==> src/rtl/spike_mon_pkg.sv <==
// Shared types and width helpers for the spike activity monitor.
// Imported by the popcount and the monitor top.
package spike_mon_pkg;

    typedef enum logic [1:0] {
        IDLE,
        TRACK,
        CONVERGED
    } state_e;

    function automatic int cnt_w(input int n);
        return $clog2(n + 1);
    endfunction

    function automatic int acc_w(input int n, input int wlog2);
        return $clog2(n * (2 ** wlog2) + 1);
    endfunction

endpackage

==> src/rtl/spike_popcount.sv <==
// Combinational population count of the spike bus.
// Shared by the instantaneous and window paths.
module spike_popcount
    import spike_mon_pkg::*;
#(
    parameter int N = 7,
    parameter int W = cnt_w(N)
) (
    input  logic [N-1:0] bits_i,
    output logic [W-1:0] count_o
);

    always_comb begin
        count_o = '0;
        for (int i = 0; i < N; i++) begin
            count_o = count_o + W'(bits_i[i]);
        end
    end

endmodule

==> src/rtl/spike_activity_monitor.sv <==
// Activity and convergence monitor for the Hopfield spike bus:
// windowed spike totals with a threshold flag, plus a stable-pattern detector.
module spike_activity_monitor
    import spike_mon_pkg::*;
#(
    parameter int N_NEURONS     = 7,
    parameter int WINDOW_LOG2   = 4,
    parameter int STABLE_CYCLES = 8,
    parameter int CNT_W         = cnt_w(N_NEURONS),
    parameter int ACC_W         = acc_w(N_NEURONS, WINDOW_LOG2)
) (
    input  logic                 clk,
    input  logic                 rst_n,
    input  logic                 enable,
    input  logic                 clear,
    input  logic [N_NEURONS-1:0] spikes,
    input  logic [ACC_W-1:0]     thr,
    output logic [CNT_W-1:0]     inst_count,
    output logic [ACC_W-1:0]     win_count,
    output logic                 win_valid,
    output logic                 over_thr,
    output logic                 converged,
    output logic [N_NEURONS-1:0] conv_pattern
);

    localparam int SW = $clog2(STABLE_CYCLES + 1);
    localparam logic [SW-1:0] STAB_LAST = SW'(STABLE_CYCLES - 1);

    logic [CNT_W-1:0]       pop;
    logic [ACC_W-1:0]       sum;
    logic [CNT_W-1:0]       inst_q;
    logic [ACC_W-1:0]       acc_q, acc_d, win_q, win_d;
    logic [WINDOW_LOG2-1:0] wcnt_q, wcnt_d;
    logic                   valid_q, valid_d;
    logic                   over_q, over_d;
    logic                   conv_q, conv_d;
    logic [N_NEURONS-1:0]   prev_q, prev_d, pat_q, pat_d;
    logic [SW-1:0]          stab_q, stab_d;
    state_e                 state_q, state_d;

    spike_popcount #(
        .N (N_NEURONS),
        .W (CNT_W)
    ) u_pop (
        .bits_i  (spikes),
        .count_o (pop)
    );

    assign sum = acc_q + ACC_W'(pop);

    always_comb begin
        acc_d   = acc_q;
        wcnt_d  = wcnt_q;
        win_d   = win_q;
        over_d  = over_q;
        valid_d = 1'b0;
        if (clear) begin
            acc_d  = '0;
            wcnt_d = '0;
            win_d  = '0;
            over_d = 1'b0;
        end else if (enable) begin
            if (&wcnt_q) begin
                win_d   = sum;
                over_d  = (sum >= thr);
                valid_d = 1'b1;
                acc_d   = '0;
                wcnt_d  = '0;
            end else begin
                acc_d  = sum;
                wcnt_d = wcnt_q + 1'b1;
            end
        end
    end

    always_comb begin
        state_d = state_q;
        prev_d  = prev_q;
        stab_d  = stab_q;
        pat_d   = pat_q;
        conv_d  = conv_q;
        if (clear) begin
            state_d = IDLE;
            prev_d  = '0;
            stab_d  = '0;
            pat_d   = '0;
            conv_d  = 1'b0;
        end else if (!enable) begin
            state_d = IDLE;
            conv_d  = 1'b0;
        end else begin
            unique case (state_q)
                IDLE: begin
                    state_d = TRACK;
                    prev_d  = spikes;
                    stab_d  = '0;
                end
                TRACK: begin
                    // An all-zero bus never counts toward convergence.
                    if (spikes != prev_q) begin
                        prev_d = spikes;
                        stab_d = '0;
                    end else if (spikes == '0) begin
                        stab_d = '0;
                    end else if (stab_q == STAB_LAST) begin
                        state_d = CONVERGED;
                        pat_d   = prev_q;
                        conv_d  = 1'b1;
                        stab_d  = '0;
                    end else begin
                        stab_d = stab_q + 1'b1;
                    end
                end
                CONVERGED: begin
                    if (spikes != pat_q) begin
                        state_d = TRACK;
                        conv_d  = 1'b0;
                        prev_d  = spikes;
                        stab_d  = '0;
                    end
                end
                default: state_d = IDLE;
            endcase
        end
    end

    always_ff @(posedge clk or negedge rst_n) begin
        if (!rst_n) begin
            inst_q  <= '0;
            acc_q   <= '0;
            wcnt_q  <= '0;
            win_q   <= '0;
            valid_q <= 1'b0;
            over_q  <= 1'b0;
            conv_q  <= 1'b0;
            prev_q  <= '0;
            pat_q   <= '0;
            stab_q  <= '0;
            state_q <= IDLE;
        end else begin
            inst_q  <= pop;
            acc_q   <= acc_d;
            wcnt_q  <= wcnt_d;
            win_q   <= win_d;
            valid_q <= valid_d;
            over_q  <= over_d;
            conv_q  <= conv_d;
            prev_q  <= prev_d;
            pat_q   <= pat_d;
            stab_q  <= stab_d;
            state_q <= state_d;
        end
    end

    assign inst_count   = inst_q;
    assign win_count    = win_q;
    assign win_valid    = valid_q;
    assign over_thr     = over_q;
    assign converged    = conv_q;
    assign conv_pattern = pat_q;

endmodule

==> config.mk <==
export PLATFORM = sky130hd
export DESIGN_NAME = spike_activity_monitor
export DESIGN_NICKNAME = d
export VERILOG_FILES = /design/src/rtl/spike_mon_pkg.sv /design/src/rtl/spike_popcount.sv /design/src/rtl/spike_activity_monitor.sv
export SDC_FILE = /design/constraint.sdc
export NUM_CORES = 1
export LEC_CHECK = 0
export BUFFER_PORTS_ARGS = -buffer_cell sky130_fd_sc_hd__buf_4
export CAP_MARGIN = 30
export CORE_MARGIN = 1.5
export CORE_UTILIZATION = 42
export DETAILED_ROUTE_END_ITERATION = 7
export SLEW_MARGIN = 20
export SYNTH_ARGS = -nofsm -noshare
export SYNTH_HDL_FRONTEND = slang
export SYNTH_SLANG_ARGS = --single-unit
==> constraint.sdc <==
create_clock -name clk -period 2.9 [get_ports clk]
set_input_delay 0.29 -clock clk [delete_from_list [all_inputs] [get_ports clk]]
set_output_delay 0.29 -clock clk [all_outputs]
set_load 0.02 [all_outputs]
* Yosys cells after proc, flatten, opt, wreduce, memory -nomap -nowiden *
Index checks and enable logic that the tools add are counted.

storage, ports and cells
  register bits after elaboration = 44
  output and inout port bits = 20

operators by class
  $add $sub $neg = 9
  magnitude comparators = 1
  eq/ne operators = 14
  mux-type cells = 47
  reductions and logical operators = 14

operator list
  kind                                                                    number
  7-bit two-way mux                                                       16
  4-bit two-way mux                                                       9
  7-bit case mux with 3 select lines                                      1
  4-bit != test (second input constant)                                   4
  3-bit by 1-bit adder with 3-bit output                                  5
  7-bit != test                                                           2
  1-bit two-way mux                                                       12
  2-bit two-way mux                                                       6
  4-bit case mux with 3 select lines                                      1
  4-bit AND reduction                                                     3
  5-bit AND reduction                                                     2
  4-bit by 1-bit adder with 4-bit output (second input constant)          2
  2-bit nonzero test                                                      4
  7-bit by 3-bit adder with 7-bit output                                  1
  7-bit >= comparator                                                     1
  7-bit zero test                                                         1
  3-bit != test (second input constant)                                   2
  2-bit case mux with 3 select lines                                      1
  4-bit by 3-bit equality test with 1-bit output (second input constant)  1
  2-bit != test (second input constant)                                   2
  4-bit by 1-bit != test with 1-bit output (second input constant)        1
  4-bit nonzero test                                                      1
  3-bit AND reduction                                                     1
  1-bit by 1-bit adder with 2-bit output                                  1
  5 further kinds                                                         5

* Logic depth before layout (Yosys ltp) *
Gate-level depths: netlist of the first run.

  word-level depth = 11
  gate-level depth with buffers = 20

* Cells and area by module *
A second synthesis of the first run with hierarchy kept.

second synthesis, totals
  cell total of the unflattened synthesis = 253
  area, all modules = 2498.6 sq um

modules (own cells, without submodules)
  module                  times used  cells an instance  area an instance (sq um)  sequential area each (sq um)
  spike_activity_monitor  1           241                2388.5                    1101.1
  spike_popcount          1           12                 110.1                     0.0

* Least setup slack after synthesis of the first run *
Ideal clock, no wire load.

  path type = input-to-reg
  start point = input spikes[0]
  end point = register over_q, in the netlist over_thr
  setup time = 121 ps
  arrival = 4005 ps
  required time = 2779 ps
  path slack = -1226 ps
  stages = 20
  path buffers = 0
  path through = inv_1 > ha_1 > inv_1 > fa_1 > fa_1 > inv_1 > ha_1 > inv_1 > fa_1 > xnor2_1 > ha_1 > nor2b_1 > o21ai_1 > nor2_1 > xnor2_1 > inv_1 > ha_1 > a21oi_1 > o211ai_1 > a22o_1

between the ends
  word-level cells in the longest chain between the ends = 11

ends and longest elaborated chain
  element                                               line                           text
  from (decl)                                           spike_activity_monitor.sv:16   input logic [N_NEURONS-1:0] spikes,
  1-bit by 1-bit adder with 2-bit output                spike_popcount.sv:16           count_o = count_o + W'(bits_i[i]);
  3-bit by 1-bit adder with 3-bit output (5 in series)  spike_popcount.sv:16
  via pop[2]                                            spike_activity_monitor.sv:29   logic [CNT_W-1:0] pop;
  7-bit by 3-bit adder with 7-bit output                spike_activity_monitor.sv:49   assign sum = acc_q + ACC_W'(pop);
  7-bit >= comparator                                   spike_activity_monitor.sv:65   over_d = (sum >= thr);
  1-bit two-way mux                                     spike_activity_monitor.sv:63   if (&wcnt_q) begin
  1-bit two-way mux                                     spike_activity_monitor.sv:62   end else if (enable) begin
  1-bit two-way mux                                     spike_activity_monitor.sv:57   if (clear) begin
  to (signal assigned)                                  spike_activity_monitor.sv:146  over_q <= over_d;
  to (decl)                                             spike_activity_monitor.sv:35   logic over_q, over_d;

The timed path passes the listed nets, and every way through them passes these cells. The select of a mux whose other input is x is not followed.
A chain may end at the register's enable or synchronous reset.

* Worst setup path in the final report of the first run *
  start point = input spikes[1]
  end point = register over_q, in the netlist over_thr

Same word-level chain as after synthesis.

==> results.py, run 1 <==
metrics = {
    "grt": {
        "grt_usage_pct": 18.2,
        "antenna_found_initial": 0,
        "grt_pass1_wl_um": 10200,
        "grt_start_max_net_pins": 45,
        "grt_pass1_vias": 2060,
        "grt_overflow": 0,
    },
    "placed_design": {
        "post-dp-hpwl_um": 4390,
        "gp_congestion": 0.781,
        "port_buffers": 37,
        "placed_cells": 404,
    },
    "hold_path": {
        "hold_class": "primary input to async pin",
    },
    "drt": {
        "drt_iter0_drc": 57,
        "firstDrtPassIters": 4,
        "num_vias": 2077,
        "vias_per_cell": 4.96,
        "wl_um": 5970,
        "drc": 0,
        "wl_per_cell_um": 14.2,
        "ant_nets": 0,
    },
    "cts": {
        "clock-sinks": 44,
        "cts_buffer_depth": 2,
        "insertion_delay_ps": 300,
        "clkTransAtPathRegs_ps": 90,
        "tritoncts": "done",
        "hold_buffers": 0,
        "htreeDepth": 2,
        "cts_buffers": 5,
        "clockRootBuffer": "clkbuf_8",
    },
    "floorplanning": {
        "io_pins": 38,
        "fp-row-count": 29,
        "start_util_pct": 43.0,
        "chipHeight_um": 83.4,
        "die-area_sq_um": 6960,
        "core_area_sq_um": 6310,
        "die_x_um": 83.4,
    },
    "outcome": {
        "outcome": "finished, violations left",
        "violations": "negative hold slack, negative setup slack",
    },
    "worst_setup_path": {
        "worstPathArrival_ps": 4130,
        "cp_max_fo": 2,
        "crit_path_max_incr_delay_ps": 550,
        "worst_path_max_delay_cell": "fa_2",
        "path_cells": "buf_12, inv_12, ha_4, inv_2, fa_1, fa_1, inv_1, ha_2, inv_2, fa_2, inv_2, ha_4, a21o_1, a21o_1, nand3_2, xor2_2, inv_2, ha_4, nand4_1, o211ai_1, a22o_1",
        "required_ps": 3140,
        "critical_path.endpoint_type": "register",
        "cp_common_cell": "inv_2",
        "critical_path_class": "primary input to register",
        "r2r_setup_slack_ps": 460,
        "cp-start-kind": "primary input",
    },
    "power_and_ir_drop": {
        "combPwrFrac_pct": 42.4,
        "p_clk_share_pct": 23.0,
        "netSwitchingFraction_pct": 31.0,
        "power_density_nw_per_um2": 558,
        "power.total_mw": 2.04,
        "leakagePower_nw": 1.76,
        "p_int_mw": 1.41,
        "irDropWorstVdd_mv": 0.322,
        "p_switching_mw": 0.633,
        "seq_power_share_pct": 34.6,
    },
    "yosys": {
        "syn-num-nets": 313,
        "ys_top_cells_by_count": "dfrtp_1, inv_1, ha_1, nand2b_1, nand2_1",
        "synth_top_area_cell": "dfrtp_1",
        "synth_edf_count": 0,
        "ys_ff_latch": 44,
        "synthTopCellsByArea": "dfrtp_1, ha_1, nand2b_1, xnor2_1, inv_1",
        "yosysWarnings": 0,
        "synthFlopType": "dfrtp_1",
        "syn_area_per_cell_sq_um": 10.1,
        "synthArstFlopShare_pct": 100,
        "synth_top_cell_area_share_pct": 40.5,
        "synthCells": 270,
        "synth.most_common_cell": "dfrtp_1",
        "seq_area_frac_synth_pct": 40.5,
        "yosys.cell_types.count": 45,
        "synth_area_sq_um": 2720,
    },
    "timing": {
        "worstMarginPinSlew_ps": 735,
        "rsz0062_at_grt": "true",
        "setup_viol": 11,
        "post-route-min-period_ps": 3880,
        "clock_skew_ps": 8.19,
        "min_period_over_period_pct": 134,
        "maxSlewViolCount": 0,
        "max_slew_margin_pct": 50.4,
        "fin_ws_ps": -982,
        "fmax_mhz": 258,
        "hold_viol": 34,
        "holdWs_ps": -22.6,
    },
    "job": {
        "maxCapViolations": 0,
    },
    "final_layout": {
        "final_cells": 419,
        "n_antenna_cell": 0,
        "postLayoutCoreUtil_pct": 57.9,
        "area_growth_pct": 34.7,
        "drive_above_1_share_pct": 35.4,
        "fin_nets": 384,
    },
}
-- cell type report --
class                           count  area, sq um
Inverter                           30          130
Tap cell                           77         96.3
Fill cell                         552         2660
Multi-Input combinational cell    191         1660
Clock buffer                        6         72.6
Sequential cell                    44         1100
Clock inverter                      2         35.0
Timing Repair Buffer               69          564
-- cells by family after synthesis --
group | share of synthesized area, %
AO/OA/AOI/OAI | 12.4
XOR/XNOR | 6.77
adder cells (fa/ha/maj) | 12.6
buffers and inverters | 5.11
flip-flops | 40.5
multiplexers | 6.26
AND/OR/NAND/NOR | 16.3
-- path summary, 6_finish.rpt --
kind,cells after the start,end,from
max,21,over_thr,spikes[1]
min,1,stab_q[1],rst_n
max reg2reg,11,over_thr,acc_q[0]
min reg2reg,2,win_count[5],win_count[5]
max in group asynchronous,1,inst_count[0],rst_n
min in group clk,3,wcnt_q[1],enable
-- repair_timing --
item / in CTS / in global routing
buffers inserted: 9 / 2
cloned: 0 / 0
pin swaps: 11 / 13
endpoints found under the setup margin: 13 / 13
resized for setup: 18 / 14
-- worst max-delay path: cells and delay by family --
family	cells	cell delay, ps
buf+inv	7	370
simple gates	2	180
compound gates	4	790
fa+ha+maj	7	2310
xor+xnor	1	170
-- metrics by stage --
stage,setup TNS [ps],cell area (sq um),setup slack [ps]
floorplan,-4310,2790,-1080
global route,-5630,3660,-1110
CTS,-5070,3600,-963
global placement,-8560,3320,-1270
finish,-4730,3660,-982
detailed placement,-9220,3320,-1380
-- sequential cells by signal (all words and copies together), names as in the netlist --
name / flops
win_count: 7
wcnt_q: 4
win_valid: 1
over_thr: 1
conv_pattern: 7
converged: 1
inst_count: 3
acc_q: 7
stab_q: 4
prev_q: 7
state_q: 2
-- cells in the final DEF, fill, tap and decap left out, drive strengths merged, types with 5 or more instances in the layout --
cell / count
mux2i: 8
buf: 69
nand3: 5
xnor2: 13
dfrtp: 44
mux2: 6
o21ai: 21
a21oi: 9
clkbuf: 6
ha: 21
xor2: 8
nor2: 13
inv: 30
nand2b: 21
nand2: 20
-- power groups by stage --
stage | sequential [mW] | clock, mW | combinational (mW)
2_1_floorplan | 0.734 | 0 | 0.345
3_3_place_gp | 0.714 | 0 | 0.652
3_5_place_dp | 0.713 | 0 | 0.657
4_1_cts | 0.706 | 0.481 | 0.812
5_1_grt | 0.716 | 0.515 | 0.946
6_report | 0.706 | 0.470 | 0.866
-- per-layer routing --
layer	wire (um)	GRT usage [%]	share of wire, %	vias up
li1	-	-	-	1058
met1	3050	27.8	51	992
met2	2730	27.2	46	22
met3	119	2.68	2.0	5
met4	68	4.47	1.1	0
met5	0	0	0	-
Note: power is estimated with default switching activity, not from simulation.
==> run 2: changes to the inputs <==
CORE_UTILIZATION = 55   (was 42)
GPL_ROUTABILITY_DRIVEN = 0   (was not set)
PLACE_DENSITY = 0.77   (was not set)
==> run 2 against run 1 <==
The run ends with negative setup slack left. Final area shrank 1.3%. Sequential cell count stayed put. Maximum frequency up 0.78%. Clock power down 15%. Critical endpoint unchanged. Power decreased by 4.9%. Critical path depth unchanged. Via count increased by 3.8%. Core utilization increased by 18 points. Worst setup slack better by 30 ps.
==> results.py, run 2 (synthesis results as in run 1) <==
metrics = {
    "final_layout": {
        "drive_above_1_share_pct": 34.8,
        "final_common_cell": "buf_4",
        "fin_nets": 381,
        "final_cell_mix": "buf_4, dfrtp_1, inv_1",
        "register_area_sq_um": 1100,
        "multi_input_area_sq_um": 1670,
        "area_growth_pct": 32.9,
        "fillers": 321,
        "n_antenna_cell": 0,
    },
    "cts": {
        "insertion_delay_ps": 310,
        "cts_buffer_depth": 2,
        "tritoncts": "done",
        "clock-sinks": 44,
        "htreeDepth": 2,
        "cts_buffers": 5,
        "clkTransAtPathRegs_ps": 90,
        "clockRootBuffer": "clkbuf_8",
    },
    "timing": {
        "clock_skew_ps": 6.95,
        "fin_ws_ps": -952,
        "hold_viol": 0,
        "fmax_mhz": 260,
        "setup_viol": 11,
        "worstMarginPinSlew_ps": 814,
        "rsz0062_at_grt": "true",
        "min_period_over_period_pct": 133,
        "max_slew_margin_pct": 45.0,
        "post-route-min-period_ps": 3850,
        "maxSlewViolCount": 0,
    },
    "worst_setup_path": {
        "rr_startpoint": "acc_q[0]",
        "worstPathArrival_ps": 4110,
        "critical_path_class": "primary input to register",
        "crit_path_max_incr_delay_ps": 550,
        "critical_path.endpoint_type": "register",
        "required_ps": 3150,
        "path_delay_family": "adder cells",
        "path_cells": "buf_12, inv_12, ha_4, inv_2, fa_1, fa_1, inv_1, ha_2, inv_2, fa_2, inv_2, ha_4, a21o_1, a21o_1, nand3_2, xor2_1, inv_1, ha_4, nand4_1, o211ai_1, a22o_1",
        "worst_path_max_delay_cell": "fa_2",
        "cp-start-kind": "primary input",
        "crit_start": "spikes[1]",
        "cp_max_fo": 2,
        "critPathBufInv": 7,
    },
    "outcome": {
        "violations": "negative setup slack",
        "outcome": "finished, violations left",
    },
    "floorplanning": {
        "fp-row-count": 25,
        "chipHeight_um": 73.3,
        "core_area_sq_um": 4750,
        "io_pins": 38,
        "die_x_um": 73.3,
        "start_util_pct": 57.1,
        "die-area_sq_um": 5370,
    },
    "grt": {
        "grt_usage_pct": 25.9,
        "grt_pass1_vias": 2163,
        "antenna_found_initial": 0,
        "grt_overflow": 0,
        "grt_pass1_wl_um": 10600,
        "grt_start_max_net_pins": 45,
    },
    "drt": {
        "firstDrtPassIters": 4,
        "num_vias": 2156,
        "vias_per_cell": 5.31,
        "wl_um": 6320,
        "wl_per_cell_um": 15.6,
        "drc": 0,
        "ant_nets": 0,
        "drt_iter0_drc": 142,
    },
    "placed_design": {
        "post-dp-hpwl_um": 4500,
        "pre_cts_ws_ps": -1380,
        "port_buffers": 37,
    },
    "power_and_ir_drop": {
        "p_switching_mw": 0.658,
        "netSwitchingFraction_pct": 33.8,
        "seq_power_share_pct": 36.4,
        "p_int_mw": 1.29,
        "p_clk_share_pct": 20.6,
        "leakagePower_nw": 1.72,
        "power_density_nw_per_um2": 538,
        "power.total_mw": 1.94,
        "combPwrFrac_pct": 42.9,
        "irDropWorstVdd_mv": 0.399,
    },
    "hold_path": {
        "min_from": "clear",
        "hold_class": "primary input to register",
    },
    "job": {
        "maxCapViolations": 0,
    },
}
run 2: changes by cell type in the layout (fill, tap and decap cells not counted), sizes merged:
cell | before | now
dlygate4sd3 | 0 | 1
clkinvlp | 0 | 2
bufinv | 1 | 0
buf | 69 | 65
clkbuf | 6 | 5
run 2: stage by stage:
stage | hold WS (ps) | TNS (ps) | utilization (%) | std cells | cell area (sq um)
2_1_floorplan | -5.59 | -4310 | - | 270 | 2790
3_3_place_gp | 324 | -8440 | 69.5 | 393 | 3300
3_5_place_dp | 327 | -9300 | 69.5 | 393 | 3300
4_1_cts | 334 | -4780 | 74.9 | 406 | 3560
5_1_grt | 374 | -5570 | 75.9 | 406 | 3610
6_report | 344 | -4400 | 75.9 | 406 | 3610
run 2: final timing paths:
check                                   to  slack, ps  cells past startpoint
max                               over_thr       -950                     21
min                              wcnt_q[3]        340                      2
max reg2reg                       over_thr        470                     12
min reg2reg                   win_count[1]        480                      2
max in group asynchronous  conv_pattern[3]       1990                      2
min in group asynchronous     win_count[5]        520                      2
run 2: metal layers:
layer	vias up	track usage [%]	part of all wire, %
li1	1053	-	-
met1	1061	36.2	48
met2	36	42.7	49
met3	6	3.70	2.5
met4	0	6.29	1.1
met5	-	0	0
run 2: timing repair:
item / CTS / global route
endpoints found under the hold margin: 35 / 0
pin swaps: 13 / 9
buffers inserted: 4 / 4
hold buffers: 1 / 0
resized for setup: 21 / 11
endpoints found under the setup margin: 12 / 13
run 2: layout make-up:
cell class,count,share of cell area [%]
clock buffers,5,1.91
clock inverters,3,0.659
inverters,30,3.60
multi-input cells,191,46.1
flip-flops and latches,44,30.5
well taps,67,2.32
repair buffers,66,14.9
run 2: power groups by stage:
| stage | combinational, mW | sequential, mW | clock [mW] |
|---|---|---|---|
| floorplan | 0.345 | 0.734 | 0 |
| global placement | 0.652 | 0.713 | 0 |
| detailed placement | 0.676 | 0.714 | 0 |
| CTS | 0.801 | 0.705 | 0.410 |
| global route | 0.906 | 0.714 | 0.431 |
| finish | 0.834 | 0.708 | 0.401 |
run 2: worst reg2reg max path: cells and delay by family, from the launching register on:
family | cells | cell delay [ps]
flops | 1 | 360
buf+inv | 2 | 160
xor+xnor | 1 | 130
compound gates | 4 | 580
simple gates | 2 | 290
fa+ha+maj | 3 | 790
==> run 3: changes to the inputs <==
PLACE_DENSITY = 0.78   (was 0.77)
SYNTH_HIERARCHICAL = 1   (was not set)
==> run 3 against run 2 <==
The run still ends with negative setup slack left. Sequential share of layout area is 3.5 points higher. Global-route usage down 2.8 points. Maximum frequency grew 2.1%. Combinational power decreased by 39%. Power decreased by 15%. Critical path type unchanged. Largest cell class unchanged.
==> results.py, run 3 <==
metrics = {
    "outcome": {
        "outcome": "finished, violations left",
        "violations": "negative setup slack",
    },
    "drt": {
        "ant_nets": 0,
        "drt_iter0_drc": 92,
        "num_vias": 1984,
        "drc": 0,
        "wl_per_cell_um": 14.5,
        "vias_per_cell": 5.41,
        "wl_um": 5330,
        "firstDrtPassIters": 4,
    },
    "yosys": {
        "syn_area_per_cell_sq_um": 9.88,
        "synth_area_sq_um": 2500,
        "synthCells": 253,
        "yosysWarnings": 6,
        "ys_ff_latch": 44,
        "synth_top_area_cell": "dfrtp_1",
        "ys_top_cells_by_count": "dfrtp_1, nor2_1, inv_1",
        "synth.most_common_cell": "dfrtp_1",
        "syn-num-nets": 292,
        "yosys.cell_types.count": 37,
        "synth_top_cell_area_share_pct": 44.1,
        "synthTopCellsByArea": "dfrtp_1, ha_1, mux2i_1, nor2_1, fa_1",
        "synthArstFlopShare_pct": 100,
        "seq_area_frac_synth_pct": 44.1,
        "synth_edf_count": 0,
        "synthFlopType": "dfrtp_1",
    },
    "cts": {
        "tritoncts": "done",
        "clock-sinks": 44,
        "htreeDepth": 2,
        "clkTransAtPathRegs_ps": 90,
        "cts_buffer_depth": 2,
        "insertion_delay_ps": 300,
        "clockRootBuffer": "clkbuf_8",
        "cts_buffers": 5,
    },
    "final_layout": {
        "postLayoutCoreUtil_pct": 74.3,
        "fin_nets": 353,
        "final_common_cell": "buf_4",
        "drive_above_1_share_pct": 28.9,
        "n_antenna_cell": 0,
        "area_growth_pct": 29.5,
        "final_cell_mix": "buf_4, dfrtp_1, nor2_1",
    },
    "power_and_ir_drop": {
        "power_density_nw_per_um2": 511,
        "leakagePower_nw": 1.68,
        "power.total_mw": 1.65,
        "irDropWorstVdd_mv": 0.332,
    },
    "timing": {
        "clock_skew_ps": 7.51,
        "rsz0062_at_grt": "true",
        "post-route-min-period_ps": 3770,
        "worstMarginPinSlew_ps": 936,
        "setup_viol": 13,
        "min_period_over_period_pct": 130,
        "maxSlewViolCount": 0,
        "fmax_mhz": 265,
        "holdWs_ps": 325,
        "hold_viol": 0,
        "fin_ws_ps": -872,
        "setup_tns_ps": -4750,
        "max_slew_margin_pct": 36.8,
    },
    "grt": {
        "grt_pass1_wl_um": 9050,
        "grt_usage_pct": 23.2,
        "antenna_found_initial": 0,
        "grt_start_max_net_pins": 45,
        "grt_pass1_vias": 1986,
        "grt_overflow": 0,
    },
    "floorplanning": {
        "io_pins": 38,
        "start_util_pct": 57.4,
        "chipHeight_um": 70.4,
        "core_area_sq_um": 4350,
        "fp-row-count": 24,
        "die_x_um": 70.4,
        "die-area_sq_um": 4960,
    },
    "worst_setup_path": {
        "critical_path_class": "primary input to register",
        "required_ps": 3090,
        "worstPathArrival_ps": 3960,
        "r2r_setup_slack_ps": 620,
        "cp_common_cell": "fa_1",
        "crit_start": "spikes[1]",
        "path_cells": "buf_8, inv_4, fa_1, fa_1, inv_1, fa_2, fa_1, inv_2, fa_2, nor2b_1, o21a_1, nand3_2, xor2_2, inv_2, ha_4, nor2_2, a2bb2oi_2, a21oi_1",
        "worst_path_max_delay_cell": "fa_1",
        "rr_startpoint": "acc_q[0]",
        "cp-start-kind": "primary input",
        "cp_max_fo": 3,
        "crit_path_max_incr_delay_ps": 560,
        "critical_path.endpoint_type": "register",
    },
    "hold_path": {
        "hold_class": "primary input to register",
        "min_from": "enable",
    },
    "placed_design": {
        "port_buffers": 37,
        "post-dp-hpwl_um": 3800,
        "pre_cts_ws_ps": -1220,
    },
    "job": {
        "maxCapViolations": 0,
    },
}
==> run 3: cell count changes in the layout (fill, tap and decap cells not counted), sizes merged, moves of 4 or more <==
cell / change
buf: -7
nor2: +15
mux2: -6
ha: -5
inv: -4
nand2b: -18
mux2i: +7
==> run 3: layout make-up <==
type / count / area [sq um]
timing repair buffer: 59 / 475
tap: 52 / 65.1
sequential: 44 / 1100
clock buffer: 6 / 72.6
inverter: 26 / 108
multi-input combinational: 178 / 1380
fill: 311 / 1120
clock inverter: 2 / 35.0
==> run 3: routing by layer <==
layer  wire length, um  share of wire (%)  up-vias  track usage [%]
met2              2560                 48       28             36.5
li1                  -                  -      969                -
met4                84                1.6        0             7.69
met1              2530                 47      978             31.9
met5                 0                  0        -                0
met3               161                3.0        9             4.91
==> run 3: final timing paths <==
| kind | endpoint | depth (start not counted) |
|---|---|---|
| worst max-delay path | over_thr | 18 |
| worst min-delay path | wcnt_q[0] | 3 |
| worst max register to register | over_thr | 12 |
| worst min register to register | win_count[0] | 2 |
| max in group asynchronous | prev_q[3] | 2 |
| min in group asynchronous | prev_q[5] | 2 |
==> run 3: what timing repair did <==
item,4_1_cts,5_1_grt
hold endpoints to repair,37,0
setup buffers,2,3
cloned,0,0
hold buffers,1,0
gates resized for setup,13,20
pin swaps,5,11
endpoints found under the setup margin,13,13
==> run 3: logic make-up after synthesis <==
family                     share of synthesized area [%]
AOI/OAI and AO/OA                                   11.4
xor gates and xnor gates                            7.36
adders and majority gates                           12.0
buffers and inverters                               5.11
DFF                                                 44.1
muxes                                               6.01
and+or+nand+nor                                     14.0
==> run 3: where the power goes <==
group / leakage [nW] / internal (mW) / switching (mW)
Clock: 0.0552 / 0.256 / 0.214
Combinational: 1.03 / 0.256 / 0.250
Sequential: 0.599 / 0.650 / 0.0277
Total: 1.68 / 1.16 / 0.491
==> run 3: stage by stage <==
stage / instance area, sq um / cells
after floorplan: 2510 / 253
after global placement: 2970 / 356
after detailed placement: 2970 / 356
after CTS: 3170 / 367
after global routing: 3240 / 367
final: 3240 / 367
==> run 3: worst max-delay path: cells and delay by family <==
| kind | cells | cell delay (ps) |
|---|---|---|
| compound gates | 3 | 380 |
| xor+xnor | 1 | 210 |
| simple gates | 3 | 320 |
| buf+inv | 5 | 280 |
| fa+ha+maj | 6 | 2480 |
